`src/rtl/map_rom_arbiter_if.sv`:
```
// Lookup port between the game-logic FSM and map_rom_arbiter.
//   master : game logic -- drives lk_req/lk_x/lk_y, receives the result
//   slave  : arbiter    -- returns lk_ack/lk_data/lk_err/lk_waits
// lk_req is held high until lk_ack. lk_data is valid while lk_ack=1 and is
// held afterwards. lk_err is raised with lk_ack for an out-of-range
// coordinate. lk_waits is a saturating count of the cycles a request waited
// for the ROM.
interface map_rom_arbiter_if #(
  parameter int DATA_W = 4,
  parameter int CNT_W  = 16
);
  logic              lk_req;
  logic [8:0]        lk_x;
  logic [8:0]        lk_y;
  logic              lk_ack;
  logic [DATA_W-1:0] lk_data;
  logic              lk_err;
  logic [CNT_W-1:0]  lk_waits;

  modport master (
    output lk_req, lk_x, lk_y,
    input  lk_ack, lk_data, lk_err, lk_waits
  );

  modport slave (
    input  lk_req, lk_x, lk_y,
    output lk_ack, lk_data, lk_err, lk_waits
  );
endinterface

```
`src/rtl/map_rom_arbiter.sv`:
```
// Shares the single-port map background ROM between two users. The ROM
// registers its address, so its data appears one cycle after the address.
//   - Video pixel fetch. It owns the ROM whenever blank=1 (active display).
//   - Game-logic lookups (tile/collision queries). These are served only
//     while blank=0.
// Ports:
//   vga_clk     pixel clock; all state changes on the rising edge
//   Reset       synchronous, active-high
//   DrawX/DrawY current pixel column/row (0..639 / 0..479)
//   blank       1 = active video, 0 = blanking
//   rom_address ROM address (combinational mux)
//   rom_q       ROM data, one cycle after rom_address
//   pix_index   palette index for video, 2 cycles after DrawX/DrawY
//   pix_valid   pix_index belongs to an active pixel
//   lk          lookup port (slave side of map_rom_arbiter_if)
module map_rom_arbiter #(
  parameter int ADDR_W = 17,
  parameter int DATA_W = 4,
  parameter int MAP_W  = 256,
  parameter int MAP_H  = 256,
  parameter int CNT_W  = 16
) (
  input  logic              vga_clk,
  input  logic              Reset,
  input  logic [9:0]        DrawX,
  input  logic [9:0]        DrawY,
  input  logic              blank,
  output logic [ADDR_W-1:0] rom_address,
  input  logic [DATA_W-1:0] rom_q,
  output logic [DATA_W-1:0] pix_index,
  output logic              pix_valid,
  map_rom_arbiter_if.slave  lk
);

  localparam logic [1:0] IDLE    = 2'd0;
  localparam logic [1:0] ISSUE   = 2'd1;
  localparam logic [1:0] CAPTURE = 2'd2;
  localparam logic [1:0] ACK     = 2'd3;

  localparam logic [19:0] MAP_W_20 = 20'(MAP_W);
  localparam logic [19:0] MAP_H_20 = 20'(MAP_H);

  logic [1:0]        state;
  logic              blank_d1;
  logic [DATA_W-1:0] data_q;
  logic              err_q;
  logic [CNT_W-1:0]  waits_q;

  logic [19:0]       vx;
  logic [19:0]       vy;
  logic [ADDR_W-1:0] vaddr;
  logic [ADDR_W-1:0] laddr;
  logic              out_of_range;

  // Scale the 640x480 screen onto the map, truncating. With 20-bit
  // intermediates the products (at most 639*256) cannot overflow.
  always_comb begin
    vx           = ({10'd0, DrawX} * MAP_W_20) / 20'd640;
    vy           = ({10'd0, DrawY} * MAP_H_20) / 20'd480;
    vaddr        = ADDR_W'(vx + vy * MAP_W_20);
    laddr        = ADDR_W'({11'd0, lk.lk_y} * MAP_W_20 + {11'd0, lk.lk_x});
    out_of_range = ({11'd0, lk.lk_x} >= MAP_W_20) || ({11'd0, lk.lk_y} >= MAP_H_20);
  end

  // Video wins whenever blank=1. That includes a blank that rises during
  // ISSUE, so the display never fetches from a lookup address.
  assign rom_address = (state == ISSUE && !blank) ? laddr : vaddr;

  assign lk.lk_ack   = (state == ACK);
  assign lk.lk_data  = data_q;
  assign lk.lk_err   = err_q;
  assign lk.lk_waits = waits_q;

  // NOTE: all state below uses non-blocking assignments. Every register then
  // samples pre-edge values, and the result does not depend on the order of
  // the statements.
  always_ff @(posedge vga_clk) begin
    if (Reset) begin
      state     <= IDLE;
      blank_d1  <= 1'b0;
      pix_index <= '0;
      pix_valid <= 1'b0;
      data_q    <= '0;
      err_q     <= 1'b0;
      waits_q   <= '0;
    end else begin
      // The address goes out in cycle 0 and rom_q is valid in cycle 1. It is
      // registered here, so pix_index/pix_valid line up with the blank that
      // came with the address two cycles earlier.
      blank_d1  <= blank;
      pix_valid <= blank_d1;
      pix_index <= blank_d1 ? rom_q : '0;

      case (state)
        IDLE: begin
          if (lk.lk_req) begin
            if (out_of_range) begin
              // Answer at once and never touch the ROM.
              data_q <= '0;
              err_q  <= 1'b1;
              state  <= ACK;
            end else if (!blank) begin
              state <= ISSUE;
            end else if (waits_q != '1) begin
              waits_q <= waits_q + 1'b1;
            end
          end
        end
        // Once issued, the lookup completes even if lk_req drops. A blank that
        // rises in this cycle takes the ROM back, and the request is retried
        // from IDLE.
        ISSUE:   state <= blank ? IDLE : CAPTURE;
        CAPTURE: begin
          data_q <= rom_q;
          err_q  <= 1'b0;
          state  <= ACK;
        end
        ACK:     state <= IDLE;
        default: state <= IDLE;
      endcase
    end
  end

endmodule
```
`src/flat_wrapper.sv`:
```
// flat-port wrapper written by rule: the top's interface ports become plain ports
module map_rom_arbiter_flat 
#(
  parameter int ADDR_W = 17,
  parameter int DATA_W = 4,
  parameter int MAP_W  = 256,
  parameter int MAP_H  = 256,
  parameter int CNT_W  = 16
)
  (vga_clk, Reset, DrawX, DrawY, blank, rom_address, rom_q, pix_index, pix_valid, lk_lk_req, lk_lk_x, lk_lk_y, lk_lk_ack, lk_lk_data, lk_lk_err, lk_lk_waits);
  map_rom_arbiter_if #(.DATA_W(DATA_W), .CNT_W(CNT_W)) lk_i ();
  input  logic vga_clk;
  input  logic Reset;
  input  logic [9:0] DrawX;
  input  logic [9:0] DrawY;
  input  logic blank;
  output logic [ADDR_W-1:0] rom_address;
  input  logic [DATA_W-1:0] rom_q;
  output logic [DATA_W-1:0] pix_index;
  output logic pix_valid;
  input wire logic [$bits(lk_i.lk_req)-1:0] lk_lk_req;
  input wire logic [$bits(lk_i.lk_x)-1:0] lk_lk_x;
  input wire logic [$bits(lk_i.lk_y)-1:0] lk_lk_y;
  output wire logic [$bits(lk_i.lk_ack)-1:0] lk_lk_ack;
  output wire logic [$bits(lk_i.lk_data)-1:0] lk_lk_data;
  output wire logic [$bits(lk_i.lk_err)-1:0] lk_lk_err;
  output wire logic [$bits(lk_i.lk_waits)-1:0] lk_lk_waits;
  assign lk_i.lk_req = lk_lk_req;
  assign lk_i.lk_x = lk_lk_x;
  assign lk_i.lk_y = lk_lk_y;
  assign lk_lk_ack = lk_i.lk_ack;
  assign lk_lk_data = lk_i.lk_data;
  assign lk_lk_err = lk_i.lk_err;
  assign lk_lk_waits = lk_i.lk_waits;
  map_rom_arbiter #(.ADDR_W(ADDR_W), .DATA_W(DATA_W), .MAP_W(MAP_W), .MAP_H(MAP_H), .CNT_W(CNT_W)) u_core (.vga_clk(vga_clk), .Reset(Reset), .DrawX(DrawX), .DrawY(DrawY), .blank(blank), .rom_address(rom_address), .rom_q(rom_q), .pix_index(pix_index), .pix_valid(pix_valid), .lk(lk_i));
endmodule
```
`config.mk`:
```
export PLATFORM = sky130hd
export DESIGN_NAME = map_rom_arbiter_flat
export DESIGN_NICKNAME = d
export VERILOG_FILES = /design/src/rtl/map_rom_arbiter_if.sv /design/src/rtl/map_rom_arbiter.sv /design/src/flat_wrapper.sv
export SDC_FILE = /design/constraint.sdc
export NUM_CORES = 1
export LEC_CHECK = 0
export CAP_MARGIN = 20
export CORE_ASPECT_RATIO = 1.2
export CORE_MARGIN = 4
export CORE_UTILIZATION = 40
export CTS_CLUSTER_SIZE = 8
export DETAILED_ROUTE_END_ITERATION = 6
export PLACE_DENSITY = 0.75
export SLEW_MARGIN = 15
export SYNTH_ARGS = -nofsm -noshare
export SYNTH_HDL_FRONTEND = slang
export SYNTH_SLANG_ARGS = --single-unit
```
`constraint.sdc`:
```
create_clock -name vga_clk -period 18.02 [get_ports vga_clk]
set_input_delay 3.604 -clock vga_clk [delete_from_list [all_inputs] [get_ports vga_clk]]
set_output_delay 3.604 -clock vga_clk [all_outputs]
set_load 0.02 [all_outputs]
```
After elaboration in Yosys (flattened, before gate mapping)
Cells that the tools add are included. Widths: inputs -> output; s select.

Register bits: 29. Bits of input ports: 46. Output and inout bits: 44. Word-level logic and storage cells: 44.

Magnitude comparators: 2. Mux-type cells: 12. Reductions and logical operators: 9. Div/mod/pow operators: 2. Bitwise logic cells: 2. Eq/ne operators: 7. $add $sub $neg: 3.

Operator list (count): $div 18x10->20 const B (1); $div 18x9->20 const B (1); $ge 9x9->1 const B (2); $add 17x17->17 (1); $add 17x9->17 (1); $mux 17 (1); $add 16x1->16 const B (1); $ne 16x16->1 const B (1); $mux 2 (4); $mux 4 (2); $pmux 2 s4 (1); $pmux 4 s2 (1); $reduce_and 5->1 (1); $eq 2x2->1 const B (2); $ne 3x2->1 const B (1); $reduce_and 3->1 (1); $eq 2x1->1 const B (1); $logic_not 2->1 (1); $mux 1 (2); $ne 2x1->1 const B (1); $ne 2x2->1 const B (1); $not 1->1 (2); $pmux 1 s2 (1); $reduce_and 2->1 (1); other kinds (5) (5).

Depth between registers and ports, before layout
Depth after elaboration: 5. Depth in mapped cells: 29. Depth with buffers taken out: 26.

Worst setup path after synthesis
No wires, ideal clock.

Path kind: in2out. Start point: input port DrawY[9]. End point: output port rom_address[16]. Setup slack: 5453 ps. Required time: 14416 ps. Arrival: 8963 ps. Stages: 26. Cells stage by stage: buf_6 -> or2_4 -> mux2_4 -> a211o_4 -> and3_4 -> buf_6 -> o31ai_4 -> nand3_1 -> o22ai_1 -> xnor2_1 -> ha_1 -> o31a_1 -> nor3_1 -> o21ai_1 -> nand3_1 -> o21a_1 -> ha_1 -> or4_1 -> nand4_1 -> a21o_1 -> ha_1 -> ha_1 -> and4_4 -> nand3b_1 -> xnor2_1 -> a21oi_1.

Cells in the longest elaborated chain, start to end: 3.

Ends and longest elaborated chain: from (decl) (RTL line flat_wrapper.sv:15) `input logic [9:0] DrawY;`; $div 18x9->20 (RTL line map_rom_arbiter.sv:59) `vy = ({10'd0, DrawY} * MAP_H_20) / 20'd480;`; $add 17x17->17 (RTL line map_rom_arbiter.sv:60) `vaddr = ADDR_W'(vx + vy * MAP_W_20);`; $mux 17 (RTL line map_rom_arbiter.sv:67) `assign rom_address = (state == ISSUE && !blank) ? laddr : vaddr;`; to (decl) (RTL line flat_wrapper.sv:17) `output logic [ADDR_W-1:0] rom_address;`.

Every way passes these cells.

Worst setup path after layout
Same ends and word-level chain as after synthesis.

==> impl_metrics.toml <==
[pwr]
leakagePower_uw = 0.00173
finalPower_uw = 321
ir_drop_v = 0.0000761
p_per_area_nw_per_um2 = 68.4

[route]
wirelength_um = 10700
drt_pre_antenna_iters = 5
drtAntennaViolNets = 0
vias_per_cell = 5.85
wl_per_cell_um = 15.2
drt-initial-drc-count = 196
drc = 0
vias = 4116

[placed_design]
gp_congestion = 0.887
dp_hpwl_um = 8290
pre_cts_ws_ns = 3.69
placed_cells = 696
port_buffers = 89

[setup_path]
crit_fanout = 19
critPathBufInv = 2
crit_cells = 26
arrival_ns = 10.80
endpoint_kind = "output pin"
required_ns = 14.42
r2r_cells = 9
cpLargestDelayFamily = "compound AO/OA/AOI/OAI gates"
crit_end = "rom_address[16]"
crit_start = "DrawY[9]"
timing.rr.start = "u_core.lk.lk_waits[7]"
slowest_delay_ns = 0.72
slowest_stage = "clkdlybuf4s50_1"
crit_type = "in2out"
reg2reg_to = "u_core.lk.lk_waits[15]"
r2r_slack_ns = 15.82
crit_top_cell = "ha_1"
critPathLaunchType = "input pin"

[cells_and_area]
final_cells = 704
fill_cells = 843
n_antenna_cell = 0
nets = 639
layout-drive-gt1-share = 0.0479
syn_to_final_growth_pct = 27.6

[sta]
worst_slew_pin_slew_ns = 1.13
relSlewSlack = 0.248
final.setup.worst_slack_ns = 3.62
slew_violations = 0
rsz0062_at_grt = "no"
hold_slack_ns = 0.504
maxClockFrequency_ghz = 0.0694
hold_viol = 0
fin_skew_ns = 0.00416
final.setup.tns_ns = 0
timing.final.crit_share = 0.799
fin_crit_ns = 14.40
setup_violations = 0

[synthesis]
yosysMostFrequentCell = "nor2_1"
ys.warnings.count = 0
ys_seq_area_frac = 0.158
synth.avg_cell_area_um2 = 7.02
synth.top_cells.by_count = "nor2_1, nand2_1, clkbuf_1, a21oi_1, dfxtp_1"
synth_cells = 524
synth_top_area_frac = 0.158
synthFlopType = "dfxtp_1"
synth_nets = 580
synth_edf_count = 0
synthesis.area_um2 = 3680
yosys.area.top_type = "dfxtp_1"
async_flop_share = 0
synth-seq-cells = 29
synth_cell_types = 79
synthTopCellsByArea = "dfxtp_1, nor2_1, xnor2_1"

[die]
die_x_um = 95.5
num_io_pins = 90
core_area_um2 = 8990
rows = 38
fp.dieH_um = 113
start_util = 0.409
die_area_um2 = 10800

[global_route]
antenna_found_initial = 0
grt_pass1_wl_um = 17800
grt_max_degree = 26
grt_overflow = 0
grt_pass1_vias = 3887
grt_usage = 0.196

[clocking]
ctsResizeCount = 0
clkLatencyLatePin_ns = 0.27
clkSinkCount = 29
cts_tree = "built"
cts-buffers-inserted = 5
cts_root_buffer = "clkbuf_8"
htree_levels = 2
clkTransAtPathRegs_ns = 0.06
postCtsSetupBuffers = 0
hold_buffers = 0
clockBufferDepth = 2

[flow_run]
maxCapViolations = 0

[outcome]
outcome = "completed"

[min_path]
min_path_type = "reg2reg"
-- cell type report --
cell class | count | area [um2] | share of cell area
clock inverters | 3 | 65.1 | 0.0139
clock buffers | 5 | 68.8 | 0.0147
repair buffers | 89 | 891 | 0.190
inverters | 13 | 48.8 | 0.0104
flip-flops and latches | 29 | 581 | 0.124
multi-input cells | 445 | 2890 | 0.615
well taps | 120 | 150 | 0.0320
-- layer usage --
layer	part of all wire	routed length, um	up-vias	global-route usage
li1	-	-	2058	-
met1	0.43	4590	1875	0.243
met2	0.48	5120	169	0.339
met3	0.083	895	14	0.0492
met4	0.012	125	0	0.0427
met5	0	0	-	0
-- where the power goes --
group | internal (uW) | leakage, uW | switching (uW) | total (uW)
registers | 65.8 | 0.000235 | 1.17 | 67.0
logic | 77.1 | 0.00143 | 97.8 | 175
clock network | 54.9 | 0.0000681 | 24.0 | 78.9
-- layout by cell type, fill, tap and decap left out, types with 13 or more instances in the layout --
cell / netlist / layout
xnor2_1: 25 / 25
and2_1: 14 / 14
nor2_1: 60 / 60
inv_1: 13 / 13
xor2_1: 15 / 15
a21oi_1: 30 / 30
nand2_1: 45 / 45
nand3_1: 24 / 24
clkdlybuf4s50_1: 0 / 89
nor3_1: 14 / 13
o21ai_0: 26 / 26
dfxtp_1: 29 / 29
-- cells by family after synthesis --
family | count (synthesis) | share of synthesized area
multiplexers | 7 | 0.0242
flip-flops | 29 | 0.158
buffers and inverters | 50 | 0.0579
AO/OA/AOI/OAI | 160 | 0.313
AND/OR/NAND/NOR | 227 | 0.315
XOR/XNOR | 40 | 0.0953
adder cells (fa/ha/maj) | 11 | 0.0368
-- sequential cells by signal, indices dropped and copies added, names as in the netlist --
register / cells
u_core.blank_d1: 1
u_core.lk.lk_err: 1
u_core.state: 2
u_core.lk.lk_data: 4
u_core.lk.lk_waits: 16
u_core.pix_valid: 1
u_core.pix_index: 4
-- worst min-delay path by stage --
stage                          from  depth (start not counted)  slack, ns               end
finish              u_core.blank_d1                          1       0.50  u_core.pix_valid
global route        u_core.blank_d1                          1       0.54  u_core.pix_valid
CTS                 u_core.blank_d1                          1       0.50  u_core.pix_valid
detailed placement  u_core.blank_d1                          1       0.49  u_core.pix_valid
global placement    u_core.state[0]                          1       0.49   u_core.state[0]
floorplan           u_core.state[0]                          1       0.46   u_core.state[0]
-- through the flow --
step	utilization	area, um2
after floorplan	-	3680
after detailed placement	0.507	4560
after global routing	0.522	4690
after CTS	0.522	4690
final	0.522	4690
after global placement	0.507	4560
Power figures use the tool's default switching activity.
